## src/rtl/bin_search_ctrl.sv

```systemverilog
// bin_search_ctrl: binary-search initiator for the magnitude-comparator family.
// Drives a guess on comparator A, consumes the one-hot relation code and
// narrows [lo, hi] until the comparator reports equality.
// Optional feature: define BSRCH_TIMEOUT_EN to add a 4-bit stall watchdog
// that ends the search with error after 15 consecutive stalled cycles.
module bin_search_ctrl #(
  parameter int WIDTH = 4
) (
  input  logic                          clk,
  input  logic                          rst_n,
  input  logic                          start,
  output logic [WIDTH-1:0]              guess,
  output logic                          guess_valid,
  input  logic [2:0]                    cmp_result,
  input  logic                          cmp_valid,
  output logic                          busy,
  output logic                          done,
  output logic [WIDTH-1:0]              found,
  output logic                          error,
  output logic [$clog2(WIDTH+2)-1:0]    steps
);

  localparam int STEPS_W = $clog2(WIDTH+2);

  typedef enum logic [1:0] {IDLE, SEARCH, DONE} state_t;

  state_t           state, state_nxt;
  logic [WIDTH-1:0] lo, hi, mid;
  logic             accept;
  logic             fin_ok, fin_err;
  logic             narrow_hi, narrow_lo;

`ifdef BSRCH_TIMEOUT_EN
  logic [3:0]       wdog;
`endif

  // Midpoint of the current range; the sum needs one extra bit so that
  // lo + hi near the top of the range does not wrap.
  function automatic logic [WIDTH-1:0] calc_mid(input logic [WIDTH-1:0] a,
                                                input logic [WIDTH-1:0] b);
    logic [WIDTH:0] sum;
    sum = {1'b0, a} + {1'b0, b};
    return sum[WIDTH:1];
  endfunction

  assign mid         = calc_mid(lo, hi);
  assign guess_valid = (state == SEARCH);
  assign busy        = (state == SEARCH);
  assign done        = (state == DONE);
  assign guess       = (state == SEARCH) ? mid : '0;
  assign accept      = (state == SEARCH) && cmp_valid;

  // State register.
  always_ff @(posedge clk or negedge rst_n) begin
    if (!rst_n) state <= IDLE;
    else        state <= state_nxt;
  end

  // Next-state logic and result decode; range guards turn an inconsistent
  // responder into an error instead of letting lo/hi wrap.
  always_comb begin
    state_nxt = state;
    fin_ok    = 1'b0;
    fin_err   = 1'b0;
    narrow_hi = 1'b0;
    narrow_lo = 1'b0;
    case (state)
      IDLE: begin
        if (start) state_nxt = SEARCH;
      end
      SEARCH: begin
        if (cmp_valid) begin
          case (cmp_result)
            3'b001: fin_ok = 1'b1;
            3'b100: begin
              if (mid == lo) fin_err   = 1'b1;
              else           narrow_hi = 1'b1;
            end
            3'b010: begin
              if (mid == hi) fin_err   = 1'b1;
              else           narrow_lo = 1'b1;
            end
            default: fin_err = 1'b1;
          endcase
        end
`ifdef BSRCH_TIMEOUT_EN
        else if (wdog == 4'd14) begin
          // This is the 15th consecutive stalled cycle.
          fin_err = 1'b1;
        end
`endif
        if (fin_ok || fin_err) state_nxt = DONE;
      end
      DONE:    state_nxt = IDLE;
      default: state_nxt = IDLE;
    endcase
  end

  // Search range, result registers and step counter.
  always_ff @(posedge clk or negedge rst_n) begin
    if (!rst_n) begin
      lo    <= '0;
      hi    <= '1;
      found <= '0;
      error <= 1'b0;
      steps <= '0;
`ifdef BSRCH_TIMEOUT_EN
      wdog  <= '0;
`endif
    end else if ((state == IDLE) && start) begin
      lo    <= '0;
      hi    <= '1;
      found <= '0;
      error <= 1'b0;
      steps <= '0;
`ifdef BSRCH_TIMEOUT_EN
      wdog  <= '0;
`endif
    end else if (accept) begin
      steps <= steps + STEPS_W'(1);
`ifdef BSRCH_TIMEOUT_EN
      wdog  <= '0;
`endif
      if (fin_ok)    found <= mid;
      if (fin_err)   error <= 1'b1;
      if (narrow_hi) hi    <= mid - WIDTH'(1);
      if (narrow_lo) lo    <= mid + WIDTH'(1);
    end
`ifdef BSRCH_TIMEOUT_EN
    else if (state == SEARCH) begin
      wdog <= wdog + 4'd1;
      if (fin_err) error <= 1'b1;
    end
`endif
  end

endmodule

```

## config.mk

```make
export PLATFORM = sky130hd
export DESIGN_NAME = bin_search_ctrl
export DESIGN_NICKNAME = d
export VERILOG_FILES = /design/src/rtl/bin_search_ctrl.sv
export SDC_FILE = /design/constraint.sdc
export NUM_CORES = 1
export LEC_CHECK = 0
export BUFFER_PORTS_ARGS = -buffer_cell sky130_fd_sc_hd__buf_2
export CAP_MARGIN = 15
export CELL_PAD_IN_SITES_DETAIL_PLACEMENT = 2
export CELL_PAD_IN_SITES_GLOBAL_PLACEMENT = 2
export CORE_MARGIN = 1
export CORE_UTILIZATION = 35
export CTS_CLUSTER_SIZE = 28
export DETAILED_ROUTE_END_ITERATION = 8
export MAX_ROUTING_LAYER = met4
export PLACE_DENSITY = 0.8
export REMOVE_ABC_BUFFERS = 1
export SLEW_MARGIN = 20
export SYNTH_ARGS = -nofsm -noshare
export SYNTH_HDL_FRONTEND = slang
export SYNTH_SLANG_ARGS = --single-unit
export TNS_END_PERCENT = 100
```

## constraint.sdc

```tcl
create_clock -name clk -period 4.2 [get_ports clk]
set_clock_uncertainty 0.15 [all_clocks]
set_input_delay 0.84 -clock clk [delete_from_list [all_inputs] [get_ports clk]]
set_output_delay 0.84 -clock clk [all_outputs]
set_load 0.005 [all_outputs]
```

==> impl_metrics.prom <==
# TYPE chip_impl_metric gauge
chip_impl_metric{name="tightest_slew",unit="ns"} 0.620
chip_impl_metric{name="power.combinational.fraction",unit="%"} 56.7
chip_impl_info{name="hold_path_class",value="input port to async pin"} 1
chip_impl_metric{name="postCtsResizedCells",unit=""} 0
chip_impl_metric{name="dr_total_vias",unit=""} 954
chip_impl_info{name="outcome",value="completed"} 1
chip_impl_metric{name="post_synth_num_cell_types",unit=""} 29
chip_impl_info{name="timing.rr.end",value="lo[2]"} 1
chip_impl_metric{name="drcViolationCount",unit=""} 0
chip_impl_metric{name="filler_cells_inserted",unit=""} 363
chip_impl_metric{name="timing.final.crit_period",unit="ns"} 3.22
chip_impl_metric{name="switching_share",unit="%"} 45.5
chip_impl_info{name="cts_tree",value="yes"} 1
chip_impl_metric{name="crit_required",unit="ns"} 3.21
chip_impl_info{name="rsz0062_at_grt",value="no"} 1
chip_impl_metric{name="internal-power",unit="mW"} 0.455
chip_impl_metric{name="drive_above_1_share",unit="%"} 24.3
chip_impl_metric{name="row_count",unit=""} 20
chip_impl_metric{name="number_of_buffers_inserted_during_clock_tree_synthesis",unit=""} 3
chip_impl_metric{name="fin_util",unit="%"} 42.9
chip_impl_metric{name="hold_viol",unit=""} 0
chip_impl_metric{name="powerDensity",unit="nW/um^2"} 626
chip_impl_metric{name="dp_hpwl",unit="um"} 2450
chip_impl_metric{name="grt_use_total",unit="%"} 20.2
chip_impl_metric{name="htree_levels",unit=""} 1
chip_impl_metric{name="drv_cap",unit=""} 0
chip_impl_metric{name="clk_latency",unit="ns"} 0.30
chip_impl_metric{name="floorplan.die_area",unit="um^2"} 3540
chip_impl_metric{name="gp_congestion",unit=""} 0.775
chip_impl_metric{name="share_clk_of_total_power",unit="%"} 13.5
chip_impl_metric{name="finalNetCount",unit=""} 159
chip_impl_metric{name="p_switching",unit="mW"} 0.379
chip_impl_info{name="top_area_cells_in_the_synthesized_netlist",value="sky130_fd_sc_hd__dfrtp_1 30%, sky130_fd_sc_hd__dfstp_2 9.1%, sky130_fd_sc_hd__xnor2_1 8.3%, sky130_fd_sc_hd__ha_1 6.5%, sky130_fd_sc_hd__nand2_1 4.9%"} 1
chip_impl_metric{name="antenna_violation_net_count_after_detailed_routing",unit=""} 0
chip_impl_info{name="clk_root_buffer_cell",value="sky130_fd_sc_hd__clkbuf_4"} 1
chip_impl_metric{name="r2r.worst_path.cells",unit=""} 8
chip_impl_metric{name="globalRouteOverflowTotal",unit=""} 0
chip_impl_metric{name="floorplan.die.width",unit="um"} 59.5
chip_impl_metric{name="path_clk_slew",unit="ns"} 0.11
chip_impl_info{name="critical_path.endpoint_type",value="primary output"} 1
chip_impl_metric{name="synth_seq_area_share",unit="%"} 39.3
chip_impl_metric{name="cts_setup_buffers",unit=""} 0
chip_impl_metric{name="critical-path-max-stage-delay",unit="ns"} 0.57
chip_impl_metric{name="wl",unit="um"} 3080
chip_impl_metric{name="postSynthCellCount",unit=""} 124
chip_impl_info{name="crit_chain",value="nand2_1, fa_1, nand2b_1, a21oi_4, inv_1, nor2_1, buf_2"} 1
chip_impl_metric{name="cts-root-to-sink-buffers",unit=""} 2
chip_impl_metric{name="synthArstFlopShare",unit="%"} 100
chip_impl_metric{name="register_share_of_total_power",unit="%"} 29.7
chip_impl_metric{name="drt_first_pass_iters",unit=""} 3
chip_impl_info{name="synth_top_flop_cell",value="sky130_fd_sc_hd__dfrtp_1"} 1
chip_impl_info{name="reg2reg_from",value="hi[0]"} 1
chip_impl_metric{name="critical_path_buf_inv_count",unit=""} 2
chip_impl_info{name="synth_largest_area_cell",value="sky130_fd_sc_hd__dfrtp_1"} 1
chip_impl_metric{name="count_of_flip_flops_with_a_built_in_enable_after_synthesis",unit=""} 0
chip_impl_info{name="kind_of_cell_adding_the_most_delay_to_the_critical_path",value="flip-flops"} 1
chip_impl_metric{name="finalSetupTns",unit="ns"} 0
chip_impl_info{name="synth_commonest_cells",value="15 x sky130_fd_sc_hd__nand2_1, 14 x sky130_fd_sc_hd__dfrtp_1, 12 x sky130_fd_sc_hd__nor2_1"} 1
chip_impl_metric{name="setup-violations-final",unit=""} 0
chip_impl_metric{name="worstPathMaxFanout",unit=""} 5
chip_impl_metric{name="yosys.area.top_type_share",unit="%"} 30.2
chip_impl_metric{name="ios",unit=""} 22
chip_impl_metric{name="via_per_inst",unit=""} 5.07
chip_impl_metric{name="synthesis.area_per_instance",unit="um^2"} 9.34
chip_impl_info{name="post-synth-top-count-cell",value="sky130_fd_sc_hd__nand2_1"} 1
chip_impl_metric{name="drt-initial-drc-count",unit=""} 16
chip_impl_metric{name="total_leakage_power",unit="nW"} 0.613
chip_impl_metric{name="synth-seq-cells",unit=""} 18
chip_impl_metric{name="achievable-frequency",unit="MHz"} 310
chip_impl_metric{name="wl_per_cell",unit="um"} 16.4
chip_impl_metric{name="yosys_warnings",unit=""} 0
chip_impl_metric{name="layout_worst_path_cycle_share",unit="%"} 76.7
chip_impl_metric{name="area_growth",unit="%"} 15.0
chip_impl_metric{name="max-vdd-ir-drop",unit="mV"} 0.174
chip_impl_metric{name="grt_max_degree",unit=""} 19
chip_impl_metric{name="initial_utilization",unit="%"} 37.3
chip_impl_metric{name="max_slew_violation_total_from_the_final_report",unit=""} 0
chip_impl_info{name="setup.worst_path.class",value="flip-flop to primary output"} 1
chip_impl_metric{name="height_of_the_chip",unit="um"} 59.5
chip_impl_metric{name="tritoncts_num_sinks",unit=""} 18
chip_impl_metric{name="grt_antenna_before_repair",unit=""} 0
chip_impl_metric{name="relSlewSlack",unit="%"} 58.6
chip_impl_info{name="worst_path_max_delay_cell",value="sky130_fd_sc_hd__dfstp_2"} 1
chip_impl_metric{name="coreArea",unit="um^2"} 3100
chip_impl_info{name="timing.critical_path.from_type",value="flip-flop"} 1
chip_impl_metric{name="n_antenna_cell",unit=""} 0
chip_impl_metric{name="grt_pass1_vias",unit=""} 1052
chip_impl_metric{name="first_pass_grt_wire_length",unit="um"} 4970
chip_impl_metric{name="cp.arrival",unit="ns"} 2.23
chip_impl_metric{name="numPortBuffers",unit=""} 21
chip_impl_metric{name="ff2ff_setup_slack",unit="ns"} 1.33
chip_impl_metric{name="post_synth_instance_area",unit="um^2"} 1160
chip_impl_metric{name="cts-hold-fix-buffers",unit=""} 0
-- layout make-up --
class	instances	area (um^2)	share of cell area [%]
Tap cell	44	55.1	4.13
Sequential cell	18	455	34.2
Inverter	7	26.3	1.97
Multi-Input combinational cell	94	654	49.1
Clock buffer	4	36.3	2.72
Timing Repair Buffer	21	105	7.89
-- cells by family after synthesis --
logic type	Yosys count	share of synthesized area (%)
adder cells (fa/ha/maj)	7	8.21
XOR/XNOR	18	14.3
AO/OA/AOI/OAI	22	15.3
AND/OR/NAND/NOR	47	18.7
buffers and inverters	12	4.21
flip-flops	18	39.3
-- routing by layer --
| metal | track usage, % | routed length (um) | vias to the layer above |
|---|---|---|---|
| met5 | - | 0 | - |
| met4 | 6.98 | 40 | 0 |
| met3 | 1.97 | 70 | 5 |
| met2 | 37.7 | 1710 | 13 |
| met1 | 22.3 | 1260 | 482 |
| li1 | - | - | 454 |
-- how the worst max path moves through the flow --
stage	from	endpoint	slack (ns)	cells after the start
floorplan	hi[0]	guess[3]	1.61	6
global placement	hi[0]	lo[2]	1.41	7
detailed placement	hi[0]	guess[3]	1.31	7
CTS	hi[0]	guess[3]	0.95	7
global route	hi[2]	guess[2]	0.87	6
finish	hi[0]	guess[3]	0.98	7
-- per-stage QoR --
step                      hold WS, ns  worst slack [ns]  cells  area, um^2  total power, mW
after floorplan                 0.323              1.61    119        1140            0.576
after global placement          0.311              1.41    184        1300            0.696
after detailed placement        0.328              1.31    184        1300            0.730
after CTS                       0.309             0.952    188        1330            0.845
after global routing            0.319             0.874    188        1330            0.899
final                           0.300             0.978    188        1330            0.834
-- worst reg2reg max path: stages, from the launching register on --
cell and delay [ns]:
sky130_fd_sc_hd__dfstp_2 0.57, sky130_fd_sc_hd__nand2_1 0.10, sky130_fd_sc_hd__fa_1 0.45, sky130_fd_sc_hd__xor2_2 0.39
sky130_fd_sc_hd__xnor2_1 0.17, sky130_fd_sc_hd__nand2_1 0.12, sky130_fd_sc_hd__o311ai_2 0.59, sky130_fd_sc_hd__nand3_1 0.16
sky130_fd_sc_hd__o21ai_0 0.10
-- power groups by stage --
stage | clock network, mW | registers (mW) | logic (mW)
final | 0.113 | 0.248 | 0.473
after global routing | 0.122 | 0.252 | 0.525
after CTS | 0.116 | 0.249 | 0.481
after detailed placement | 0 | 0.252 | 0.478
after global placement | 0 | 0.248 | 0.448
after floorplan | 0 | 0.248 | 0.329
-- flip-flops by register name (all words and copies together), names as in the netlist --
signal / flops
error: 1
found: 4
hi: 4
lo: 4
state: 2
steps: 3
-- placed cells by master (no fill, tap or decap) --
cell type                   n
sky130_fd_sc_hd__nand3_1    9
sky130_fd_sc_hd__fa_1       1
sky130_fd_sc_hd__a31o_1     1
sky130_fd_sc_hd__o31a_1     1
sky130_fd_sc_hd__o21ai_0    8
sky130_fd_sc_hd__nor3_1     2
sky130_fd_sc_hd__dfstp_2    4
sky130_fd_sc_hd__clkbuf_4   3
sky130_fd_sc_hd__o311ai_2   1
sky130_fd_sc_hd__nand2b_1   2
sky130_fd_sc_hd__buf_2     21
sky130_fd_sc_hd__a21oi_1    3
sky130_fd_sc_hd__dfrtp_1   14
sky130_fd_sc_hd__o211ai_1   2
sky130_fd_sc_hd__xor2_1     6
sky130_fd_sc_hd__a21oi_4    1
sky130_fd_sc_hd__nor2_1    12
sky130_fd_sc_hd__xor2_2     1
sky130_fd_sc_hd__nor2b_1    1
sky130_fd_sc_hd__xnor2_1   11
sky130_fd_sc_hd__o21ai_2    1
sky130_fd_sc_hd__o311ai_4   1
sky130_fd_sc_hd__inv_1      7
sky130_fd_sc_hd__nand2_1   15
sky130_fd_sc_hd__o31ai_1    3
sky130_fd_sc_hd__nand2_2    1
sky130_fd_sc_hd__ha_1       6
sky130_fd_sc_hd__clkbuf_8   1
sky130_fd_sc_hd__nor3b_1    3
sky130_fd_sc_hd__and2_1     2
Note: power is estimated with default switching activity, not from simulation.
